`config.mk`:
```
export PLATFORM = sky130hd
export DESIGN_NAME = dmem_responder
export DESIGN_NICKNAME = d
export VERILOG_FILES = /design/src/rtl/dmem_responder.sv
export SDC_FILE = /design/constraint.sdc
export NUM_CORES = 2
export LEC_CHECK = 0
export CAP_MARGIN = 20
export CELL_PAD_IN_SITES_DETAIL_PLACEMENT = 1
export CELL_PAD_IN_SITES_GLOBAL_PLACEMENT = 2
export CORE_MARGIN = 2
export CORE_UTILIZATION = 33
export DETAILED_ROUTE_END_ITERATION = 8
export PLACE_DENSITY_LB_ADDON = 0.1
export SETUP_SLACK_MARGIN = 0.05
export SLEW_MARGIN = 20
export SYNTH_ARGS = -nofsm -noshare
export SYNTH_HDL_FRONTEND = slang
export SYNTH_SLANG_ARGS = --single-unit
```
`constraint.sdc`:
```
create_clock -name clk -period 6 [get_ports clk]
set_clock_uncertainty 0.2 [all_clocks]
set_input_delay 0.6 -clock clk [delete_from_list [all_inputs] [get_ports clk]]
set_output_delay 0.6 -clock clk [all_outputs]
set_load 0.01 [all_outputs]
```
`src/rtl/dmem_responder.sv`:
```
// Data-memory responder: word-organised RAM behind a req/ready handshake
// with programmable access latency, word and byte loads/stores.
module dmem_responder #(
  parameter int DEPTH_WORDS = 64,
  parameter int LATENCY     = 2
) (
  input  logic        clk,
  input  logic        reset,
  input  logic        req,
  input  logic        we,
  input  logic        byte_acc,
  input  logic [31:0] addr,
  input  logic [31:0] wdata,
  output logic [31:0] rdata,
  output logic        ready,
  output logic        err,
  output logic        busy
);

  localparam int AW = (DEPTH_WORDS > 1) ? $clog2(DEPTH_WORDS) : 1;
  localparam logic [3:0] CNT_INIT =
    (LATENCY > 1) ? 4'(LATENCY - 2) : 4'd0;

  typedef enum logic [1:0] {
    IDLE,
    WAIT,
    RESP
  } state_t;

  state_t      state, state_nxt;
  logic [3:0]  cnt, cnt_nxt;
  logic        go_resp;

  logic        c_we, c_byte;
  logic [31:0] c_addr, c_wdata;

  logic        e_we, e_byte;
  logic [31:0] e_addr, e_wdata;

  logic          bad;
  logic [AW-1:0] idx;
  logic [1:0]    lane;
  logic [31:0]   word;
  logic [7:0]    lane_data;
  logic [31:0]   wd;
  logic [3:0]    be;

  logic [31:0] mem [DEPTH_WORDS];

  // With LATENCY==1 the commit edge is the accept edge, so use live inputs.
  assign e_we    = (state == IDLE) ? we       : c_we;
  assign e_byte  = (state == IDLE) ? byte_acc : c_byte;
  assign e_addr  = (state == IDLE) ? addr     : c_addr;
  assign e_wdata = (state == IDLE) ? wdata    : c_wdata;

  assign idx  = e_addr[AW+1:2];
  assign lane = e_addr[1:0];
  assign bad  = (!e_byte && (lane != 2'd0))
             || (e_addr[31:2] >= 30'(DEPTH_WORDS));

  assign word      = mem[idx];
  assign lane_data = word[8*lane +: 8];
  assign be        = e_byte ? (4'b0001 << lane) : 4'b1111;
  assign wd        = e_byte ? {4{e_wdata[7:0]}} : e_wdata;

  assign ready = (state == RESP);
  assign busy  = (state != IDLE);

  always_comb begin
    state_nxt = state;
    cnt_nxt   = cnt;
    go_resp   = 1'b0;
    unique case (state)
      IDLE: begin
        if (req) begin
          if (LATENCY == 1) begin
            state_nxt = RESP;
            go_resp   = 1'b1;
          end else begin
            state_nxt = WAIT;
            cnt_nxt   = CNT_INIT;
          end
        end
      end
      WAIT: begin
        if (cnt != 4'd0) begin
          cnt_nxt = cnt - 4'd1;
        end else begin
          state_nxt = RESP;
          go_resp   = 1'b1;
        end
      end
      RESP:    state_nxt = IDLE;
      default: state_nxt = IDLE;
    endcase
  end

  always_ff @(posedge clk or negedge reset) begin
    if (!reset) begin
      state   <= IDLE;
      cnt     <= 4'd0;
      c_we    <= 1'b0;
      c_byte  <= 1'b0;
      c_addr  <= 32'd0;
      c_wdata <= 32'd0;
      rdata   <= 32'd0;
      err     <= 1'b0;
    end else begin
      state <= state_nxt;
      cnt   <= cnt_nxt;
      if (state == IDLE && req) begin
        c_we    <= we;
        c_byte  <= byte_acc;
        c_addr  <= addr;
        c_wdata <= wdata;
      end
      if (go_resp) begin
        err <= bad;
        if (bad || e_we)
          rdata <= 32'd0;
        else if (e_byte)
          rdata <= {24'd0, lane_data};
        else
          rdata <= word;
      end else begin
        err   <= 1'b0;
        rdata <= 32'd0;
      end
    end
  end

  // RAM is not reset; a low reset at the commit edge suppresses the write.
  always_ff @(posedge clk) begin
    if (go_resp && reset && e_we && !bad) begin
      for (int i = 0; i < 4; i++) begin
        if (be[i])
          mem[idx][8*i +: 8] <= wd[8*i +: 8];
      end
    end
  end

endmodule

```
---- Yosys cells after proc, flatten, opt, wreduce, memory -nomap -nowiden ----
Memory sizes are Yosys's and may differ from the RTL's.
Index checks and enable logic that the tools add are counted.
storage, ports and cells
  output and inout port bits .............. 35
  logic and storage cells ................. 64
  memories ................................ 1
  flip-flop bits (word level) ............. 105
  input port bits ......................... 69
  RAM bits ................................ 2048
memories
  name  words  bits a word  rd ports  clocked after memory_dff  wr ports  line  text
  mem   64     32           1         0                         1         48    logic [31:0] mem [DEPTH_WORDS];
operators by class
  eq/ne operators ......................... 5
  $lt $le $gt $ge ......................... 1
  add/sub/neg operators ................... 1
  muxes and demuxes ....................... 30
  reduce and logical (&&, ||, !) cells .... 16
  shifts and indexed selects .............. 2
operator list
  kind                                                  count
  two-way mux 32 bit                                    6
  variable part select 32 x 6 -> 8 bit                  1
  >= comparator 30 x 7 -> 1 bit, second input constant  1
  two-way mux 1 bit                                     17
  two-way mux 4 bit                                     3
  one-hot mux 4 bit (2 select lines)                    1
  inequality test 2 bit, second input constant          3
  nonzero test 2 bit                                    3
  logical AND 1 bit                                     5
  two-way mux 2 bit                                     2
  one-hot mux 2 bit (2 select lines)                    1
  nonzero test 4 bit                                    1
  << shifter 1 x 2 -> 4 bit, first input constant       1
  subtractor 4 x 1 -> 4 bit, second input constant      1
  AND reduction 3 bit                                   1
  equality test 2 x 1 -> 1 bit, second input constant   1
  equality test 2 bit, second input constant            1
  zero test 1 bit                                       2
  zero test 2 bit                                       1
  logical OR 1 bit                                      2
  AND reduction 2 bit                                   1

---- Logic depth before layout (Yosys ltp) ----
  word-level depth ........................ 9
  gate-level depth with buffers ........... 15
  depth with buffers taken out ............ 10

---- Worst setup path before layout ----
Ideal clock, no wire load.
  path type ............................... register to register
  start point ............................. register state[0]
  end point ............................... memory mem[0][10], data pin
  path buffers ............................ 5
  stages on the path, launching flop included .. 11
  setup slack ............................. 0.624 ns
  required time ........................... 5.212 ns
  arrival time ............................ 4.588 ns
  setup time .............................. 0.588 ns
  period minus slack after synthesis ...... 5.376 ns
  cell sequence ........................... dfrtp_1 -> buf_6 -> nor2_4 -> buf_4 -> buf_1 -> clkbuf_1 -> clkbuf_1 -> nand2_1 -> nand2_1 -> nor2_1 -> a31oi_1
on the way
  cells in the longest elaborated chain, start to end .. 3
  elaborated cells on any way between the ends .. 4
  classes of those cells .................. mux (3); reduce/logical (1)
RTL lines
  element                   line  text
  start: declaration        30    state_t state, state_nxt;
  start signal: assignment  109   state <= state_nxt;
  zero test 2 bit           54    assign e_wdata = (state == IDLE) ? wdata : c_wdata;
  two-way mux 32 bit        54
  via e_wdata[2]            38    logic [31:0] e_addr, e_wdata;
  two-way mux 32 bit        64    assign wd = e_byte ? {4{e_wdata[7:0]}} : e_wdata;
  via wd[10]                45    logic [31:0] wd;
  end: declaration          48
The timed path passes the listed nets, and every way through them passes these cells.

---- Worst setup path after layout ----
  start point ............................. register state[0]
  end point ............................... register rdata[6]
on the way
  cells in the longest elaborated chain, start to end .. 8
  elaborated cells on any way between the ends .. 17
  classes of those cells .................. order compare (1); eq/ne (1); shift (1); mux (7); reduce/logical (6); memory (1)
RTL lines
  element                                                            line  text
  branches (longest 7 deep; another with memory read (64 x 32 bit))  -
  two-way mux 32 bit (*)                                             117   if (go_resp) begin
  end signal: assignment                                             122   rdata <= {24'd0, lane_data};
  end signal: assignment                                             124   rdata <= word;
  end: declaration                                                   14    output logic [31:0] rdata,
Every way passes the cells marked *.
A chain may end at the register's enable or synchronous reset.

==> impl_metrics.py <==
metrics = {
    "outcome": {
        "outcome": "complete, no violations",
    },
    "sta": {
        "setup_tns_ns": 0,
        "relSlewSlack_pct": 17.2,
        "max_freq_mhz": 195,
        "finalSetupViolations": 0,
        "finalCritPeriodShare_pct": 85.6,
        "max_slew.worst_pin.slew_ns": 1.24,
        "worst_slack_ns": 0.864,
        "min_period_ns": 5.14,
        "finalHoldViolations": 0,
        "rsz0062_at_grt": "no",
        "maxSlewViolCount": 0,
    },
    "power": {
        "p_per_area_nw_per_um2": 597,
        "ir_worst_vdd_uv": 478,
        "p_leak_nw": 33.1,
    },
    "clocking": {
        "cts.sink_count": 2153,
        "htreeDepth": 4,
        "numCtsBuffers": 233,
        "cts_tree": "yes",
        "cts_setup_buffers": 0,
        "clk_latency_ns": 0.89,
        "clk_pin_slew_ns": 0.06,
        "cts_root_buffer": "clkbuf_16",
        "max-clock-path-buffers": 3,
    },
    "critical_path": {
        "critPathKind": "flip-flop to flip-flop",
        "crit_fanout": 43,
        "arrival_ns": 5.69,
        "required_ns": 6.55,
        "cp-end-kind": "flip-flop",
        "cp-start-kind": "flip-flop",
        "reg2reg_depth": 12,
    },
    "floorplanning": {
        "placementRows": 184,
        "die_area_sq_um": 257000,
        "die_w_microns": 507,
        "die_h_microns": 507,
        "start_util_pct": 33.2,
        "io_pins": 104,
        "core_region_area_sq_um": 251000,
    },
    "synth": {
        "synth-edff-count": 2048,
        "syn_area_sq_um": 83500,
        "synthFlopType": "edfxtp_1",
        "synth_area_leader_cell": "edfxtp_1",
        "synth.net_count": 5905,
        "syn_avg_cell_area_sq_um": 14.3,
        "synth_area_leaders": "edfxtp_1, nand2_1, o22ai_1, dfrtp_1, nor3_1",
        "synthArstFlopShare_pct": 4.88,
        "ys_types": 81,
        "netlist_instances": 5834,
        "yosysWarnings": 0,
        "ys_ff_latch": 2153,
        "ys_seq_area_share_pct": 76.8,
        "synth_top_cell_area_share_pct": 73.7,
    },
    "cells_and_area": {
        "fin_cells": 9867,
        "final_common_cell": "edfxtp_1",
        "syn2layout_area_growth_pct": 20.1,
        "mostFrequentLayoutCells": "edfxtp_1, nand2_1, buf_4",
        "nets": 6382,
        "nFillCells": 25495,
        "multi_input_area_sq_um": 18000,
        "final_util_pct": 39.9,
        "drive_above_1_share_pct": 15.3,
        "regArea_sq_um": 64100,
    },
    "place": {
        "dp.cells": 9422,
        "dp_hpwl_mm": 212,
        "gp_congestion": 0.823,
        "port-buffer-count": 103,
        "dp_worst_setup_slack_ns": 0.604,
    },
    "min_path": {
        "hold_path_class": "input port to flip-flop",
        "hold_depth": 3,
    },
    "routing": {
        "antenna_left": 0,
        "wl_met2_mm": 162,
        "routedWlPerCell_microns": 33.9,
        "wl_met1_mm": 150,
        "remaining_drc_errors": 0,
        "highest_layer": "met5",
        "drt_first_pass_iters": 7,
        "vias_per_cell": 5.64,
        "wl_met3_mm": 15.9,
        "totalWireLength_mm": 335,
        "drt_iter0_markers": 5587,
        "vias": 55624,
    },
    "global_route": {
        "grt_pass1_vias": 56903,
        "grt_max_degree": 81,
        "track_usage_pct": 25.8,
        "gr-total-overflow": 0,
        "grt_pass1_wl_mm": 469,
        "grt_antenna_before_repair": 16,
    },
    "run": {
        "cap_violations": 0,
    },
}
-- cells in the mapped netlist, types with 79 or more instances --
master / number
edfxtp_1: 2048
nand2_1: 1083
nor2_1: 239
o21ai_0: 97
buf_1: 79
o22ai_1: 435
a32oi_1: 106
a21oi_1: 207
nor3_1: 227
dfrtp_1: 105
a31oi_1: 175
buf_2: 175
clkbuf_1: 141
nand3_1: 226
-- logic make-up after synthesis --
kind of cell               share of synthesized area, %
DFF                                                76.8
AOI/OAI and AO/OA                                  9.93
muxes                                             0.989
adders and majority gates                        0.0300
buffers and inverters                              2.42
and+or+nand+nor                                    9.78
xor gates and xnor gates                         0.0210
-- timing repair --
action / in CTS / in global routing
hold endpoints to repair: 59 / 0
gates resized for setup: 0 / 0
hold buffers: 2 / 0
-- registers in the layout, summed over array words and instances, names as in the netlist --
| register | cells |
|---|---|
| state | 2 |
| err | 1 |
| c_addr | 32 |
| mem | 2048 |
| c_we | 1 |
| c_byte | 1 |
| rdata | 32 |
| c_wdata | 32 |
| cnt | 4 |
-- per-stage QoR --
step                cell area, sq um  hold WS [ns]  power [mW]
finish                        100000        0.0757        59.9
global route                  100000        0.0540        61.9
CTS                           100000        0.0106        60.4
detailed placement             92600         0.224        45.9
global placement               92600         0.224        45.6
floorplan                      83500         0.104        32.1
-- final cells by class --
cell class / count / share of cell area [%]
repair buffers: 668 / 6.22
inverters: 12 / 0.0474
well taps: 3348 / 4.18
clock buffers: 286 / 6.10
multi-input cells: 3243 / 18.0
diodes: 5 / 0.0125
clock inverters: 152 / 1.53
flip-flops and latches: 2153 / 64.0
-- path summary, 6_finish.rpt --
kind | from | endpoint | slack, ns
max reg2reg | state[0]$_DFFE_PN0P_ | rdata[6]$_DFF_PN0_ | 0.86
min | wdata[18] | c_wdata[18]$_DFFE_PN0P_ | 0.08
min reg2reg | c_wdata[29]$_DFFE_PN0P_ | c_wdata[29]$_DFFE_PN0P_ | 0.27
max in group asynchronous | reset | rdata[12]$_DFF_PN0_ | 4.02
min in group asynchronous | reset | c_wdata[14]$_DFFE_PN0P_ | 0.33
max | state[0]$_DFFE_PN0P_ | rdata[6]$_DFF_PN0_ | 0.86
-- per-layer routing --
metal | track usage [%] | vias up
met5 | 0 | -
met4 | 5.71 | 2
met3 | 3.11 | 365
met2 | 43.0 | 1569
met1 | 36.1 | 30037
li1 | - | 23651
-- worst max-delay path: stages (launching register included) --
cell,delay (ns)
dfrtp_1,0.36
buf_4,0.21
nor2_4,0.16
buf_4,0.59
mux2i_2,0.80
nor2_1,0.45
buf_4,0.34
nand3_1,0.14
o211ai_1,0.16
a2111oi_0,0.51
o211ai_1,0.44
buf_4,0.29
a2111oi_2,0.29
-- where the power goes --
group	switching [mW]	internal, mW	total [mW]
sequential	0.187	20.8	21.0
combinational	18.7	5.73	24.4
clock	6.25	8.27	14.5
total	25.1	34.8	59.9
No activity file was read; power rests on OpenSTA's default activity.
